### src/rtl/pong_frame_engine.sv
// Pong game core: paddles, ball physics, score/serve FSM and a registered per-pixel
// overlay. Game state advances once per frame, on the rising edge of the VS level.
module pong_frame_engine #(
    parameter int H_RES       = 640,
    parameter int V_RES       = 480,
    parameter int PAD_W       = 10,
    parameter int PAD_H       = 40,
    parameter int PAD_L_X     = 20,
    parameter int PAD_R_X     = 610,
    parameter int PAD_MARGIN  = 10,
    parameter int PAD_SPEED   = 3,
    parameter int BALL_SIZE   = 8,
    parameter int BALL_SPEED  = 2,
    parameter int WIN_SCORE   = 9,
    parameter int SCORE_W     = 4,
    parameter int HOLD_FRAMES = 60
) (
    input  logic               iVGA_CLK,
    input  logic               iRST_n,
    input  logic               iVS,
    input  logic               iBLANK_n,
    input  logic [9:0]         iX,
    input  logic [9:0]         iY,
    input  logic [1:0]         iUP,
    input  logic [1:0]         iDN,
    input  logic               iSERVE,
    output logic               oOVL,
    output logic [7:0]         oR,
    output logic [7:0]         oG,
    output logic [7:0]         oB,
    output logic [SCORE_W-1:0] oSCORE_L,
    output logic [SCORE_W-1:0] oSCORE_R,
    output logic [1:0]         oSTATE,
    output logic               oFRAME_TICK
);

    typedef enum logic [1:0] {
        ST_IDLE  = 2'd0,
        ST_PLAY  = 2'd1,
        ST_POINT = 2'd2,
        ST_OVER  = 2'd3
    } state_t;

    typedef logic signed [10:0] coord_t;

    localparam int PAD_MIN = PAD_MARGIN;
    localparam int PAD_MAX = V_RES - PAD_MARGIN - PAD_H;
    localparam int PAD_Y0  = (V_RES - PAD_H) / 2;
    localparam int BALL_X0 = (H_RES - BALL_SIZE) / 2;
    localparam int BALL_Y0 = (V_RES - BALL_SIZE) / 2;
    localparam int L_FACE  = PAD_L_X + PAD_W;
    localparam int HOLD_W  = $clog2(HOLD_FRAMES + 1);
    localparam logic [SCORE_W-1:0] WIN = SCORE_W'(WIN_SCORE);

    logic               vs_q;
    logic               tick;
    state_t             state, state_nxt;
    logic [9:0]         pad_l_y, pad_r_y, pad_l_nxt, pad_r_nxt;
    coord_t             ball_x, ball_y, vx, vy;
    coord_t             ball_x_nxt, ball_y_nxt, vx_nxt, vy_nxt;
    logic [SCORE_W-1:0] score_l, score_r, score_l_nxt, score_r_nxt;
    logic [HOLD_W-1:0]  hold, hold_nxt;
    logic               ovl_nxt;
    logic [23:0]        rgb_nxt;

    // vs_q resets high so a VS level already high out of reset is not taken as a tick.
    assign tick        = iVS & ~vs_q;
    assign oFRAME_TICK = tick;
    assign oSTATE      = state;
    assign oSCORE_L    = score_l;
    assign oSCORE_R    = score_r;

    function automatic logic [9:0] pad_step(input logic [9:0] y, input logic up, input logic dn);
        int t;
        t = int'(y);
        if (up && !dn)
            t = t - PAD_SPEED;
        else if (dn && !up)
            t = t + PAD_SPEED;
        if (t < PAD_MIN)
            t = PAD_MIN;
        if (t > PAD_MAX)
            t = PAD_MAX;
        return 10'(t);
    endfunction

    function automatic logic [SCORE_W-1:0] sat_inc(input logic [SCORE_W-1:0] s);
        return (s >= WIN) ? s : s + SCORE_W'(1);
    endfunction

    always_comb begin
        int   bx, by, nx, ny, vxa, vya, pl, pr;
        logic hit_l, hit_r;
        // NOTE: every output of this block is defaulted first so no path can infer a latch.
        state_nxt   = state;
        pad_l_nxt   = pad_l_y;
        pad_r_nxt   = pad_r_y;
        ball_x_nxt  = ball_x;
        ball_y_nxt  = ball_y;
        vx_nxt      = vx;
        vy_nxt      = vy;
        score_l_nxt = score_l;
        score_r_nxt = score_r;
        hold_nxt    = hold;

        bx  = int'(ball_x);
        by  = int'(ball_y);
        vxa = vx[10] ? -int'(vx) : int'(vx);
        vya = vy[10] ? -int'(vy) : int'(vy);
        nx  = bx + int'(vx);
        ny  = by + int'(vy);
        pl  = int'(pad_l_y);
        pr  = int'(pad_r_y);
        hit_l = vx[10] && (nx <= L_FACE) && (bx >= L_FACE)
                && (by + BALL_SIZE > pl) && (by < pl + PAD_H);
        hit_r = !vx[10] && (nx + BALL_SIZE >= PAD_R_X) && (bx + BALL_SIZE <= PAD_R_X)
                && (by + BALL_SIZE > pr) && (by < pr + PAD_H);

        if (tick) begin
            pad_l_nxt = pad_step(pad_l_y, iUP[0], iDN[0]);
            pad_r_nxt = pad_step(pad_r_y, iUP[1], iDN[1]);
            case (state)
                ST_IDLE: if (iSERVE) state_nxt = ST_PLAY;
                ST_PLAY: begin
                    if (ny <= 0) begin
                        ball_y_nxt = '0;
                        vy_nxt     = coord_t'(vya);
                    end else if (ny >= V_RES - BALL_SIZE) begin
                        ball_y_nxt = coord_t'(V_RES - BALL_SIZE);
                        vy_nxt     = coord_t'(-vya);
                    end else begin
                        ball_y_nxt = coord_t'(ny);
                    end

                    if (hit_l) begin
                        ball_x_nxt = coord_t'(L_FACE);
                        vx_nxt     = coord_t'(vxa);
                    end else if (hit_r) begin
                        ball_x_nxt = coord_t'(PAD_R_X - BALL_SIZE);
                        vx_nxt     = coord_t'(-vxa);
                    end else if (nx <= 0 || nx >= H_RES - BALL_SIZE) begin
                        // Serve goes back toward the player who conceded.
                        if (nx <= 0) begin
                            score_r_nxt = sat_inc(score_r);
                            vx_nxt      = coord_t'(-vxa);
                        end else begin
                            score_l_nxt = sat_inc(score_l);
                            vx_nxt      = coord_t'(vxa);
                        end
                        ball_x_nxt = coord_t'(BALL_X0);
                        ball_y_nxt = coord_t'(BALL_Y0);
                        if (score_l_nxt == WIN || score_r_nxt == WIN) begin
                            state_nxt = ST_OVER;
                        end else begin
                            state_nxt = ST_POINT;
                            hold_nxt  = HOLD_W'(HOLD_FRAMES);
                        end
                    end else begin
                        ball_x_nxt = coord_t'(nx);
                    end
                end
                ST_POINT: begin
                    if (hold <= HOLD_W'(1)) begin
                        state_nxt = ST_PLAY;
                        hold_nxt  = '0;
                    end else begin
                        hold_nxt = hold - HOLD_W'(1);
                    end
                end
                ST_OVER: begin
                    if (iSERVE) begin
                        state_nxt   = ST_IDLE;
                        score_l_nxt = '0;
                        score_r_nxt = '0;
                        ball_x_nxt  = coord_t'(BALL_X0);
                        ball_y_nxt  = coord_t'(BALL_Y0);
                        vx_nxt      = coord_t'(BALL_SPEED);
                        vy_nxt      = coord_t'(BALL_SPEED);
                    end
                end
                default: state_nxt = ST_IDLE;
            endcase
        end
    end

    always_ff @(posedge iVGA_CLK or negedge iRST_n) begin
        if (!iRST_n) begin
            vs_q    <= 1'b1;
            state   <= ST_IDLE;
            pad_l_y <= 10'(PAD_Y0);
            pad_r_y <= 10'(PAD_Y0);
            ball_x  <= coord_t'(BALL_X0);
            ball_y  <= coord_t'(BALL_Y0);
            vx      <= coord_t'(BALL_SPEED);
            vy      <= coord_t'(BALL_SPEED);
            score_l <= '0;
            score_r <= '0;
            hold    <= '0;
        end else begin
            // NOTE: non-blocking updates so every register sees pre-edge values.
            vs_q    <= iVS;
            state   <= state_nxt;
            pad_l_y <= pad_l_nxt;
            pad_r_y <= pad_r_nxt;
            ball_x  <= ball_x_nxt;
            ball_y  <= ball_y_nxt;
            vx      <= vx_nxt;
            vy      <= vy_nxt;
            score_l <= score_l_nxt;
            score_r <= score_r_nxt;
            hold    <= hold_nxt;
        end
    end

    always_comb begin
        int   px, py, bx, by;
        logic hit_ball, hit_pad, hit_line;
        px = int'(iX);
        py = int'(iY);
        bx = int'(ball_x);
        by = int'(ball_y);
        hit_ball = (px >= bx) && (px < bx + BALL_SIZE) && (py >= by) && (py < by + BALL_SIZE);
        hit_pad  = ((px >= PAD_L_X) && (px < PAD_L_X + PAD_W)
                    && (py >= int'(pad_l_y)) && (py < int'(pad_l_y) + PAD_H))
                || ((px >= PAD_R_X) && (px < PAD_R_X + PAD_W)
                    && (py >= int'(pad_r_y)) && (py < int'(pad_r_y) + PAD_H));
        hit_line = ((px == H_RES / 2 - 1) || (px == H_RES / 2)) && !iY[3];
        ovl_nxt  = 1'b0;
        rgb_nxt  = 24'h000000;
        if (iBLANK_n) begin
            if (hit_ball) begin
                ovl_nxt = 1'b1;
                rgb_nxt = 24'hFFFFFF;
            end else if (hit_pad) begin
                ovl_nxt = 1'b1;
                rgb_nxt = 24'h00FF00;
            end else if (hit_line) begin
                ovl_nxt = 1'b1;
                rgb_nxt = 24'h808080;
            end
        end
    end

    always_ff @(posedge iVGA_CLK or negedge iRST_n) begin
        if (!iRST_n) begin
            oOVL <= 1'b0;
            oR   <= '0;
            oG   <= '0;
            oB   <= '0;
        end else begin
            oOVL <= ovl_nxt;
            oR   <= rgb_nxt[23:16];
            oG   <= rgb_nxt[15:8];
            oB   <= rgb_nxt[7:0];
        end
    end

endmodule

### config.mk
export PLATFORM = sky130hd
export DESIGN_NAME = pong_frame_engine
export DESIGN_NICKNAME = d
export VERILOG_FILES = /design/src/rtl/pong_frame_engine.sv
export SDC_FILE = /design/constraint.sdc
export NUM_CORES = 1
export LEC_CHECK = 0
export CORE_MARGIN = 1
export CORE_UTILIZATION = 35
export DETAILED_ROUTE_END_ITERATION = 8
export PLACE_DENSITY = 0.59
export SLEW_MARGIN = 5
export SYNTH_ARGS = -nofsm -noshare
export SYNTH_HDL_FRONTEND = slang
export SYNTH_SLANG_ARGS = --single-unit
export TNS_END_PERCENT = 100
### constraint.sdc
create_clock -name iVGA_CLK -period 6.3 [get_ports iVGA_CLK]
set_input_delay 0.945 -clock iVGA_CLK [delete_from_list [all_inputs] [get_ports iVGA_CLK]]
set_output_delay 0.945 -clock iVGA_CLK [all_outputs]
set_load 0.03 [all_outputs]
==> run_results.csv <==
group,metric,value,unit
layout,nets,1450,
timing,hold_violations,0,
logic_synthesis,synth_adder_area_share,0.192,
global_route,grt_pass1_vias,8837,
setup_path,critical_path.reg2reg.startpoint,"pad_l_y[4]$_DFFE_PN1P_",
logic_synthesis,synthesized_netlist_cell_count,1242,
timing,worst_slew_margin_rel,0.368,
placement,routabilityCongestion,0.924,
logic_synthesis,synth.ff_latch_count,83,
detailed_routing,drt.antenna.violating_nets,0,
setup_path,critPathMaxFanout,13,
logic_synthesis,post_synth_num_cell_types,86,
timing,finalWorstSetupSlack,2.06,ns
placement,hpwl,22.4,mm
detailed_routing,detailed_route_drc_error_count,0,
global_route,grtUsageMet3,0.0265,
power_and_ir_drop,worst_ir_drop_vdd,195,µV
setup_path,ff_to_ff_end,"oSCORE_L[0]$_DFFE_PN0P_",
detailed_routing,drtIter0Drc,686,
floorplanning,initial_core_util,0.356,
cts,cts_resized,0,
run,drv.max_cap_violation_count,0,
logic_synthesis,post_synth_edffs,0,
power_and_ir_drop,cellLeakagePower,4.76,nW
floorplanning,num_rows,61,
setup_path,timing.critical_path.max_delay_family,"compound AO/OA/AOI/OAI gates",
detailed_routing,dr_total_vias,9237,
logic_synthesis,netlist_top_cells_count,"sky130_fd_sc_hd__ha_1, sky130_fd_sc_hd__nand2_1, sky130_fd_sc_hd__nor2_1",
floorplanning,height_of_the_chip,170,µm
setup_path,critical_path_buf_inv_count,0,
timing,slew_at_the_pin_closest_to_its_max_slew_limit,0.948,ns
setup_path,timing.critical_path.slowest_cell_delay,0.69,ns
global_route,met2_usage,0.347,
logic_synthesis,synth-simple-area-share,0.197,
placement,place_inst,1636,
layout,drive_gt1_frac,0.0518,
setup_path,critical_path_required,6.56,ns
setup_path,crit_arrival,4.51,ns
cts,clk_transition_reported_paths,0.09,ns
setup_path,crit_path_cell_trace,"ha_1 > o21ai_0 > xnor2_1 > ha_1 > a21o_1 > a211o_1 > a31oi_1 > or4_1 > o221a_2 > and2_1 > nor3_2 > o21ai_1 > a21o_1 > mux2_2",
timing,final_min_period_over_clock_period,0.673,
placement,detailedPlace.worstSlack,2.11,ns
cts,worst_skew_pair.late_latency,0.37,ns
logic_synthesis,synthTopCellsByArea,"sky130_fd_sc_hd__ha_1, sky130_fd_sc_hd__dfrtp_1, sky130_fd_sc_hd__dfstp_2, sky130_fd_sc_hd__xnor2_1, sky130_fd_sc_hd__o21ai_0",
detailed_routing,firstDrtPassIters,5,
layout,finish.cell_count_without_fillers,1652,
setup_path,critical_path.slowest_cell,"sky130_fd_sc_hd__dfstp_2",
logic_synthesis,mappedNetlistNets,1423,
cts,postCtsSetupBuffers,0,
floorplanning,die_area,29000,µm²
cts,clock-root-buffer,"sky130_fd_sc_hd__clkbuf_16",
cts,numCtsBuffers,9,
timing,timing.final.crit_period,4.24,ns
timing,fmax,0.236,GHz
timing,rsz_0062_raised_after_global_routing,"false",
floorplanning,num_io_pins,65,
logic_synthesis,synth_top_cell_area_share,0.192,
global_route,largest_net_degree_at_the_start_of_global_routing,68,
logic_synthesis,synth_top_family_by_area,"compound AO/OA/AOI/OAI gates",
placement,place_area,10800,µm²
timing,final_count_of_negative_setup_slack_endpoints,0,
placement,count_of_buffers_inserted_at_the_top_level_ports,64,
logic_synthesis,seq_area_frac_synth,0.213,
detailed_routing,totalWireLength,28.6,mm
timing,tns,0,ns
outcome,status,"completed",
cts,tritoncts,"yes",
global_route,grt_util_met1,0.264,
detailed_routing,post_drt_via_cell_ratio,5.59,
setup_path,crit_path_end_kind,"flop",
cts,ctsLongestPathBuffers,2,
logic_synthesis,synthesis.yosys.warnings,0,
layout,antenna_diode_instance_count,0,
min_path,timing.hold.worst.class,"in2async",
global_route,groute.usage.overall,0.202,
timing,fin_skew,0.0219,ns
setup_path,critical_path.startpoint_type,"flop",
logic_synthesis,post_synth_mux_area_share,0.00417,
cts,cts_hold_repair.buffers,0,
cts,cts-htree-levels,3,
logic_synthesis,area_fraction_in_compound_gates_after_synthesis,0.258,
layout,utilization,0.398,
cts,clock-sinks,83,
layout,flow.area_growth_from_synthesis,11.7,%
power_and_ir_drop,power_density_over_the_cells,532,nW/µm²
setup_path,criticalPathCategory,"reg2reg",
timing,drv_slew,0,
setup_path,rrSetupSlack,2.06,ns
global_route,most_crowded_layer_gr,"met2",
logic_synthesis,synth_xor_xnor_area_share,0.0708,
logic_synthesis,synth_area_leader_cell,"sky130_fd_sc_hd__ha_1",
logic_synthesis,synth_flop_cell,"sky130_fd_sc_hd__dfrtp_1",
global_route,antenna_found_initial,0,
global_route,grt-ovfl-total,0,
logic_synthesis,syn_area,9900,µm²
logic_synthesis,postSynth.asyncResetShare,1.00,
floorplanning,coreArea,27800,µm²
global_route,grt_pass1_wl,46.2,mm
setup_path,ff2ff_path_depth,14,
logic_synthesis,synthMostInstantiatedCell,"sky130_fd_sc_hd__ha_1",
logic_synthesis,post_syn_area_per_cell,7.97,µm²
layout,stdcell_area,11100,µm²
floorplanning,die_width,170,µm
detailed_routing,avgRoutedWirePerCell,17.3,µm
kinds of logic (layout without fill, tap and decap cells):
| kind of cell | count (synthesis) | count (layout) |
|---|---|---|
| flip-flops | 83 | 83 |
| AO/OA/AOI/OAI | 380 | 380 |
| AND/OR/NAND/NOR | 396 | 396 |
| adder cells (fa/ha/maj) | 152 | 152 |
| buffers and inverters | 147 | 179 |
| XOR/XNOR | 80 | 80 |
| multiplexers | 4 | 4 |
layer usage:
layer  wire [µm]  vias up
li1            -     4592
met1       13100     4397
met2       13600      214
met3        1370       34
met4         514        0
met5           0        -
worst max-delay path by stage:
stage,startpoint,end,depth (start not counted)
after floorplan,pad_l_y[6]$_DFFE_PN1P_,oSCORE_L[0]$_DFFE_PN0P_,14
after global placement,iUP[1],pad_r_y[4]$_DFFE_PN1P_,11
after detailed placement,iUP[1],pad_r_y[4]$_DFFE_PN1P_,11
after CTS,ball_y[3]$_DFFE_PN1P_,oSCORE_L[0]$_DFFE_PN0P_,13
after global routing,ball_y[3]$_DFFE_PN1P_,vx[4]$_DFFE_PN0P_,14
final,pad_l_y[4]$_DFFE_PN1P_,oSCORE_L[0]$_DFFE_PN0P_,14
through the flow:
stage,power [mW],hold slack (ns)
2_1_floorplan,4.29,0.485
3_3_place_gp,5.23,0.514
3_5_place_dp,5.28,0.518
4_1_cts,5.88,0.443
5_1_grt,6.48,0.452
6_report,5.88,0.445
registers in the layout, indices dropped and copies added, names as in the netlist:
| register | flops |
|---|---|
| oB | 2 |
| hold | 6 |
| oG | 2 |
| pad_l_y | 10 |
| ball_y | 11 |
| vx | 10 |
| vs_q | 1 |
| oSTATE | 2 |
| ball_x | 11 |
| oSCORE_L | 4 |
| pad_r_y | 10 |
| oSCORE_R | 4 |
| vy | 10 |
power by group:
group          internal [mW]  total [mW]  switching, mW
clock network          0.284       0.565          0.281
registers              0.759        1.17          0.407
logic                   1.71        4.15           2.45
layout make-up:
cell class | count | area (µm²)
fill | 2898 | 16700
multi-input combinational | 1012 | 7150
sequential | 83 | 2110
timing repair buffer | 67 | 661
tap | 378 | 473
inverter | 96 | 360
clock buffer | 9 | 225
clock inverter | 7 | 81.3
worst register-to-register path: stages, from the launching register on:
cell and delay [ns]:
sky130_fd_sc_hd__dfstp_2 0.69, sky130_fd_sc_hd__ha_1 0.29, sky130_fd_sc_hd__o21ai_0 0.14, sky130_fd_sc_hd__xnor2_1 0.19, sky130_fd_sc_hd__ha_1 0.31, sky130_fd_sc_hd__a21o_1 0.12, sky130_fd_sc_hd__a211o_1 0.13, sky130_fd_sc_hd__a31oi_1 0.04
sky130_fd_sc_hd__or4_1 0.41, sky130_fd_sc_hd__o221a_2 0.33, sky130_fd_sc_hd__and2_1 0.23, sky130_fd_sc_hd__nor3_2 0.45, sky130_fd_sc_hd__o21ai_1 0.29, sky130_fd_sc_hd__a21o_1 0.27, sky130_fd_sc_hd__mux2_2 0.26
cell usage in the layout (no fill, tap or decap), types with 20 or more instances in the layout:
master / count
sky130_fd_sc_hd__inv_1: 94
sky130_fd_sc_hd__nor2b_1: 21
sky130_fd_sc_hd__nand3_1: 32
sky130_fd_sc_hd__o21a_1: 25
sky130_fd_sc_hd__nand2b_1: 23
sky130_fd_sc_hd__nand2_1: 101
sky130_fd_sc_hd__nor2_1: 99
sky130_fd_sc_hd__clkdlybuf4s50_1: 63
sky130_fd_sc_hd__dfstp_2: 23
sky130_fd_sc_hd__xnor2_1: 60
sky130_fd_sc_hd__nor3_1: 32
sky130_fd_sc_hd__ha_1: 152
sky130_fd_sc_hd__dfrtp_1: 60
sky130_fd_sc_hd__o21ai_0: 97
sky130_fd_sc_hd__a21oi_1: 80
sky130_fd_sc_hd__xor2_1: 20
Note: power is estimated with default switching activity, not from simulation.
